$ cat src/rtl/if_fetch_if.sv
`default_nettype none
// ============================================================================
// Module      : if_fetch_if
// Description : Redirect/stall, instruction-memory and IF/ID bundle of the
//               instruction-fetch stage.
// Revision    : 1.0 - initial release
// ============================================================================
interface if_fetch_if #(
    parameter int CNT_W = 16
) ();
    logic             stall_i;
    logic             branch_taken_i;
    logic [31:0]      branch_target_i;
    logic             jump_i;
    logic [25:0]      jump_index_i;
    logic [31:0]      imem_addr_o;
    logic [31:0]      imem_data_i;
    logic [31:0]      pc_o;
    logic [31:0]      ifid_instr_o;
    logic [31:0]      ifid_pc_plus4_o;
    logic             ifid_valid_o;
    logic [CNT_W-1:0] fetch_count_o;

    // The fetch stage itself.
    modport master (
        input  stall_i, branch_taken_i, branch_target_i, jump_i, jump_index_i,
        input  imem_data_i,
        output imem_addr_o, pc_o, ifid_instr_o, ifid_pc_plus4_o, ifid_valid_o,
        output fetch_count_o
    );

    // Hazard/EX logic, instruction memory and decode.
    modport slave (
        output stall_i, branch_taken_i, branch_target_i, jump_i, jump_index_i,
        output imem_data_i,
        input  imem_addr_o, pc_o, ifid_instr_o, ifid_pc_plus4_o, ifid_valid_o,
        input  fetch_count_o
    );
endinterface
`default_nettype wire

$ cat src/rtl/if_fetch_stage.sv
`default_nettype none
// ============================================================================
// Module      : if_fetch_stage
// Description : Program counter, instruction-memory addressing and IF/ID
//               pipeline register with branch/jump redirect and stall.
// Revision    : 1.0 - initial release
// ============================================================================
module if_fetch_stage #(
    parameter logic [31:0] RESET_PC = 32'h0000_0000,
    parameter int          CNT_W    = 16
) (
    input  wire logic  clk,
    input  wire logic  rst,
    if_fetch_if.master bus
);
    localparam logic [CNT_W-1:0] c_CNT_MAX = {CNT_W{1'b1}};

    logic [31:0]      pc_q, pc_d;
    logic [31:0]      instr_q, instr_d;
    logic [31:0]      pc_plus4_q, pc_plus4_d;
    logic             valid_q, valid_d;
    logic [CNT_W-1:0] cnt_q, cnt_d;

    logic [31:0]      w_pc_plus4;
    logic             w_redirect;
    logic             w_unused;

    assign w_pc_plus4 = pc_q + 32'd4;
    assign w_redirect = bus.branch_taken_i | bus.jump_i;
    assign w_unused   = &{1'b0, bus.branch_target_i[1:0]};

    always_comb begin
        pc_d       = w_pc_plus4;
        instr_d    = instr_q;
        pc_plus4_d = pc_plus4_q;
        valid_d    = valid_q;
        cnt_d      = cnt_q;

        // Branch is the older instruction, so it beats a same-cycle jump.
        if (bus.branch_taken_i) begin
            pc_d = {bus.branch_target_i[31:2], 2'b00};
        end else if (bus.jump_i) begin
            pc_d = {pc_plus4_q[31:28], bus.jump_index_i, 2'b00};
        end else if (bus.stall_i) begin
            pc_d = pc_q;
        end

        if (w_redirect) begin
            instr_d    = 32'd0;
            pc_plus4_d = 32'd0;
            valid_d    = 1'b0;
        end else if (!bus.stall_i) begin
            instr_d    = bus.imem_data_i;
            pc_plus4_d = w_pc_plus4;
            valid_d    = 1'b1;
            if (cnt_q != c_CNT_MAX) begin
                cnt_d = cnt_q + 1'b1;
            end
        end
    end

    always_ff @(posedge clk) begin
        if (rst) begin
            pc_q       <= RESET_PC;
            instr_q    <= 32'd0;
            pc_plus4_q <= 32'd0;
            valid_q    <= 1'b0;
            cnt_q      <= '0;
        end else begin
            pc_q       <= pc_d;
            instr_q    <= instr_d;
            pc_plus4_q <= pc_plus4_d;
            valid_q    <= valid_d;
            cnt_q      <= cnt_d;
        end
    end

    assign bus.imem_addr_o     = pc_q;
    assign bus.pc_o            = pc_q;
    assign bus.ifid_instr_o    = instr_q;
    assign bus.ifid_pc_plus4_o = pc_plus4_q;
    assign bus.ifid_valid_o    = valid_q;
    assign bus.fetch_count_o   = cnt_q;
endmodule
`default_nettype wire

$ cat src/flat_wrapper.sv
// flat-port wrapper written by rule: the top's interface ports become plain ports
module if_fetch_stage_flat 
#(
    parameter logic [31:0] RESET_PC = 32'h0000_0000,
    parameter int          CNT_W    = 16
)
  (clk, rst, bus_stall_i, bus_branch_taken_i, bus_branch_target_i, bus_jump_i, bus_jump_index_i, bus_imem_data_i, bus_imem_addr_o, bus_pc_o, bus_ifid_instr_o, bus_ifid_pc_plus4_o, bus_ifid_valid_o, bus_fetch_count_o);
  if_fetch_if #(.CNT_W(CNT_W)) bus_i ();
  input  wire logic clk;
  input  wire logic rst;
  input wire logic [$bits(bus_i.stall_i)-1:0] bus_stall_i;
  input wire logic [$bits(bus_i.branch_taken_i)-1:0] bus_branch_taken_i;
  input wire logic [$bits(bus_i.branch_target_i)-1:0] bus_branch_target_i;
  input wire logic [$bits(bus_i.jump_i)-1:0] bus_jump_i;
  input wire logic [$bits(bus_i.jump_index_i)-1:0] bus_jump_index_i;
  input wire logic [$bits(bus_i.imem_data_i)-1:0] bus_imem_data_i;
  output wire logic [$bits(bus_i.imem_addr_o)-1:0] bus_imem_addr_o;
  output wire logic [$bits(bus_i.pc_o)-1:0] bus_pc_o;
  output wire logic [$bits(bus_i.ifid_instr_o)-1:0] bus_ifid_instr_o;
  output wire logic [$bits(bus_i.ifid_pc_plus4_o)-1:0] bus_ifid_pc_plus4_o;
  output wire logic [$bits(bus_i.ifid_valid_o)-1:0] bus_ifid_valid_o;
  output wire logic [$bits(bus_i.fetch_count_o)-1:0] bus_fetch_count_o;
  assign bus_i.stall_i = bus_stall_i;
  assign bus_i.branch_taken_i = bus_branch_taken_i;
  assign bus_i.branch_target_i = bus_branch_target_i;
  assign bus_i.jump_i = bus_jump_i;
  assign bus_i.jump_index_i = bus_jump_index_i;
  assign bus_i.imem_data_i = bus_imem_data_i;
  assign bus_imem_addr_o = bus_i.imem_addr_o;
  assign bus_pc_o = bus_i.pc_o;
  assign bus_ifid_instr_o = bus_i.ifid_instr_o;
  assign bus_ifid_pc_plus4_o = bus_i.ifid_pc_plus4_o;
  assign bus_ifid_valid_o = bus_i.ifid_valid_o;
  assign bus_fetch_count_o = bus_i.fetch_count_o;
  if_fetch_stage #(.RESET_PC(RESET_PC), .CNT_W(CNT_W)) u_core (.clk(clk), .rst(rst), .bus(bus_i));
endmodule
$ cat config.mk
export PLATFORM = sky130hd
export DESIGN_NAME = if_fetch_stage_flat
export DESIGN_NICKNAME = d
export VERILOG_FILES = /design/src/rtl/if_fetch_if.sv /design/src/rtl/if_fetch_stage.sv /design/src/flat_wrapper.sv
export SDC_FILE = /design/constraint.sdc
export NUM_CORES = 1
export LEC_CHECK = 0
export ABC_AREA = 1
export BUFFER_PORTS_ARGS = -buffer_cell sky130_fd_sc_hd__buf_4
export CORE_ASPECT_RATIO = 0.9
export CORE_MARGIN = 1
export CORE_UTILIZATION = 49
export CTS_CLUSTER_DIAMETER = 80
export DETAILED_ROUTE_END_ITERATION = 16
export PLACE_DENSITY_LB_ADDON = 0.2
export SYNTH_ARGS = -nofsm -noshare
export SYNTH_HDL_FRONTEND = slang
export SYNTH_SLANG_ARGS = --single-unit
$ cat constraint.sdc
create_clock -name clk -period 2.1 [get_ports clk]
set_clock_uncertainty 0.2 [all_clocks]
set_input_delay 0.315 -clock clk [delete_from_list [all_inputs] [get_ports clk]]
set_output_delay 0.315 -clock clk [all_outputs]
set_load 0.01 [all_outputs]
## Word-level counts from Yosys, hierarchy flattened

Cells that the tools add are included.
Widths: inputs -> output; s select.

| storage, ports and cells | value |
|---|---|
| output and inout bits | 145 |
| bits in registers | 113 |

| operators by class | value |
|---|---|
| $add $sub $neg | 2 |
| bitwise gates (word level) | 3 |
| equal/unequal tests | 2 |
| muxes and demuxes | 3 |
| reductions and logical operators | 3 |

Operators by type and width:

| cell | count |
|---|---|
| $mux 32 | 3 |
| $add 32x3->32 const B | 1 |
| $add 16x1->16 const B | 1 |
| $ne 16x16->1 const B | 1 |
| $ne 3x1->1 const B | 1 |
| $reduce_and 3->1 | 1 |
| $reduce_or 3->1 | 1 |
| $not 1->1 | 2 |
| $reduce_or 2->1 | 1 |
| $or 1x1->1 | 1 |

## Depth between registers and ports, before layout

| depth | value |
|---|---|
| word-level depth | 4 |
| depth in mapped cells | 10 |
| mapped depth without buffers | 10 |

## Worst setup path before layout

OpenSTA, ideal clock, no wires.

| timing path | value |
|---|---|
| path type | register to register |
| from | register u_core.cnt_q[0] (netlist: u_core.bus.fetch_count_o[0]) |
| to | register u_core.cnt_q[11] (netlist: u_core.bus.fetch_count_o[11]) |
| setup slack | 0.276 ns |
| cell stages (with the launch flop) | 10 |
| setup time | 0.113 ns |
| data required time | 1.787 ns |
| arrival time | 1.511 ns |
| path through | dfxtp_1 -> ha_1 -> nand3_1 -> nor3_4 -> nand3_2 -> nand2_4 -> inv_2 -> buf_6 -> a21oi_2 -> nor2_1 |

| on the way | value |
|---|---|
| word-level cells in the longest chain between the ends | 2 |
| elaborated cells between the ends (all ways) | 3 |
| classes of those cells | add/sub (1); eq/ne (1); reduce/logical (1) |

Ends and longest elaborated chain:

| item | line | source |
|---|---|---|
| start, declared | if_fetch_stage.sv:22 | `logic [CNT_W-1:0] cnt_q, cnt_d;` |
| start signal, assigned | if_fetch_stage.sv:74 | `cnt_q <= cnt_d;` |
| parallel branches: the longest is 2 deep, another holds $add 16x1->16 | n/a |  |

Parallel ways; which one is timed is not known.
A chain may end at the register's enable or synchronous reset.

## Final worst setup path

| timing path | value |
|---|---|
| from | register u_core.pc_q[3] (netlist: u_core.bus.imem_addr_o[3]) |
| to | register u_core.pc_q[24] (netlist: u_core.bus.imem_addr_o[24]) |

| on the way | value |
|---|---|
| word-level cells in the longest chain between the ends | 4 |

Ends and longest elaborated chain:

| item | line | source |
|---|---|---|
| start, declared | if_fetch_stage.sv:18 | `logic [31:0] pc_q, pc_d;` |
| start signal, assigned | if_fetch_stage.sv:70 | `pc_q <= pc_d;` |
| $add 32x3->32 | if_fetch_stage.sv:28 | `assign w_pc_plus4 = pc_q + 32'd4;` |
| $mux 32 | if_fetch_stage.sv:44 | `end else if (bus.stall_i) begin` |
| $mux 32 | if_fetch_stage.sv:42 | `end else if (bus.jump_i) begin` |
| $mux 32 | if_fetch_stage.sv:40 | `if (bus.branch_taken_i) begin` |

No other way between the ends. The select of a mux whose other input is x is not followed.

==> parameters.txt <==
Parameter                              Value

Worst setup path
  Max FO, Critical Path ... 3
  Type of the worst setup path ... reg -> reg
  Sort of element at the end of the critical path ... register
  Worst Setup Start Kind ... register
  Worst Setup SP ... u_core.bus.imem_addr_o[3]$_SDFFE_PP0P_
  Data required time of the critical path ... between 2000 and 2500 ps
  Launch instance of the worst register-to-register path ... u_core.bus.imem_addr_o[3]$_SDFFE_PP0P_
  Arrival time of the worst setup path ... 2000 ps

STA
  Final setup violation count ... 0
  Aggregate negative setup slack ... 0 ps
  Relative slew slack ... 0.447
  Max Clock Freq ... 521 MHz
  Setup repair after global routing missed its margin ... false
  Slew at the pin with the worst max-slew slack ... 829 ps
  Worst setup margin ... 182 ps
  Final critical-path share of the clock period ... 0.913
  Number of max-slew violations in the final report ... 0
  Tmin final ... 1920 ps
  Number of endpoints with negative hold slack in the final report ... 0

Power
  Leakage power ... about 3.6 nW
  Clock network fraction of total power ... 0.366
  Peak VDD IR ... 0.421 mV
  Comb power frac ... 0.175
  Switching power as a share of total power ... 0.275
  Power density normalized to cell area ... 616 nW/um^2
  Net switching power ... about 1.3 mW
  Power Internal ... 3.52 mW
  Seq pwr share ... 0.459

Finish
  Fraction of layout cells with a size suffix above 1 ... 0.279
  Total number of nets in the final design ... 1179
  FILL cells ... 1070
  Area growth syn-to-layout ... 34.3%
  Number of diodes ... 0

Route
  Via density per instance ... ~5.2
  Post-detailed-route count of antenna-violating nets ... 0
  First-pass iteration count of the detailed router ... 5
  # DRC ... 0
  Post-DR wirelength/cell ... 14.2 um
  First-iteration detailed-routing DRC count ... ~560
  Via count ... 6405
  Detailed-route wire length ... about 18000 um

Synth
  Ys Warns ... 0
  Number of storage elements in the synthesis netlist ... 109
  Avg Cell Area, Syn ... about 6.6 sq um
  Synth area leaders ... dfxtp_1, nand2_1, a21oi_1
  Area leader, netlist ... dfxtp_1
  Gate Count Post-Synth ... approximately 890
  Area share of the largest cell type after synthesis ... 0.372
  Sequential area share after synthesis ... 0.372
  Yosys cell types ... 35
  Post-synthesis cell area ... 5860 sq um

Clock network
  Clk pin slew, worst setup/hold paths ... 70 ps
  Clock tree buffer depth ... 2
  Clock insertion delay at the later pin of the skew report ... 340 ps
  CTS H-tree lvls ... 3
  CTS tree ... built
  Number of buffers inserted by hold repair at cts ... 0
  Cts bufs inserted ... 9
  Count of clock tree sinks ... approximately 110
  Total setup buffers inserted after CTS ... 0
  Post-cts gate resize count ... 0
  Clk Tree Root Cell ... clkbuf_16

Min path
  HP Start ... bus_imem_data_i[0]
  Hold Path Class ... in -> reg

Die
  Die X-Extent ... 117 um
  Area inside the core boundary ... 11500 sq um
  Die Height ... 106 um
  Number of primary I/O pins ... 240
  Die outline area ... approximately 12000 sq um
  Rows ... 37
  Starting Density ... 0.509

GRT
  Aggregate global-route resource usage ... 0.284
  Vias in the first global route ... 5709
  Total congestion overflow ... 0
  Antenna violations before repair ... 0
  First-pass GRT wire length ... 28700 um
  Pin count of the biggest net entering global routing ... between 50 and 60

Status
  Result of the run ... finished, final reports clean

Flow run
  Number of maximum-capacitance violations ... 0

Placement
  Detailed-placement wirelength estimate ... 12500 um
  Placement-stage worst setup slack ... 178 ps
  Quantity of I/O buffers inserted on ports ... 231
  Placer Congestion ... 0.885
[metrics by stage]
stage	hold WS [ps]	total power, mW	std cells	cell area [sq um]	util
2_1_floorplan	184	2.73	893	5880	-
3_3_place_gp	246	3.10	1227	7550	0.655
3_5_place_dp	255	3.11	1227	7550	0.655
4_1_cts	13.1	4.87	1243	7860	0.682
5_1_grt	15.2	5.06	1243	7870	0.683
6_report	20.1	4.85	1243	7870	0.683
[area by class of cell]
| cell class | count | area, sq um | share of cell area |
|---|---|---|---|
| inverters | 78 | 293 | 0.0372 |
| well taps | 156 | 195 | 0.0248 |
| multi-input cells | 629 | 2970 | 0.377 |
| repair buffers | 255 | 1930 | 0.245 |
| clock buffers | 10 | 239 | 0.0304 |
| flip-flops and latches | 109 | 2180 | 0.277 |
| clock inverters | 6 | 70.1 | 0.00890 |
[sequential cells by signal (all words and copies together) (netlist names)]
name and flops:
u_core.bus.ifid_pc_plus4_o 30, u_core.bus.imem_addr_o 30, u_core.bus.ifid_valid_o 1, u_core.bus.fetch_count_o 16, u_core.bus.ifid_instr_o 32
[critical path, cell delays in order (launching register included)]
cell and delay (ps):
dfxtp_1 350, ha_1 200, nand2_1 110, nor2_4 140, nand2_1 130, nor2_1 290, nand3_1 150, nand3_1 110
nand2_1 60, a21oi_1 110
[cells by family after synthesis]
family          after synthesis  share of synthesized area
simple gates                416                      0.303
other cells                   1                   0.000640
compound gates              190                      0.171
fa+ha+maj                     2                    0.00427
xor+xnor                     15                     0.0224
buf+inv                     155                      0.127
flops                       109                      0.372
[placed cells by master (no fill, tap or decap), types with 3 or more instances in the layout]
master     instances
buf_4            254
nand2_1          203
nor2_1           123
dfxtp_1          109
a21oi_1          103
inv_1             70
o21ai_0           63
nand3_1           51
o211ai_1          17
xor2_1            10
clkbuf_16          9
nor3_1             8
inv_2              7
nor2_4             6
nor2_2             6
conb_1             6
xnor2_1            5
nand2_2            3
o21ai_1            3
and2_1             3
nand3b_1           3
[per-layer routing]
metal | vias to the layer above | global-route usage | routed length, um
li1 | 3208 | - | -
met2 | 270 | 0.451 | 8040
met4 | 0 | 0.0640 | 244
met5 | - | 0 | 0
met3 | 17 | 0.0666 | 1440
met1 | 2910 | 0.388 | 7960
[Yosys cell counts, drive strengths merged]
cell type and number:
nand2 207, conb 1, nor3 11, buf 55, or2 1, and2 3, clkbuf 22, ha 2
nor3b 1, a21oi 105, nor2 135, nand3b 3, inv 77, nand3 53, o211ai 17, nand4 2
xor2 10, dfxtp 109, clkinv 1, a31oi 2, o21ai 66, xnor2 5
[final timing paths]
check / end / slack, ps / cells after the start
hold reg to reg: u_core.bus.ifid_instr_o[30]$_SDFFE_PP0N_ / 260 / 2
setup reg to reg: u_core.bus.imem_addr_o[24]$_SDFFE_PP0P_ / 180 / 9
hold / removal: u_core.bus.ifid_instr_o[0]$_SDFFE_PP0N_ / 20 / 3
setup / recovery: u_core.bus.imem_addr_o[24]$_SDFFE_PP0P_ / 180 / 9
[power by group through the flow]
stage	clock (mW)	combinational, mW	sequential, mW
detailed placement	0	0.843	2.27
global placement	0	0.835	2.27
finish	1.78	0.848	2.23
global route	1.89	0.931	2.24
CTS	1.80	0.847	2.22
floorplan	0	0.428	2.30
Power figures use the tool's default switching activity.
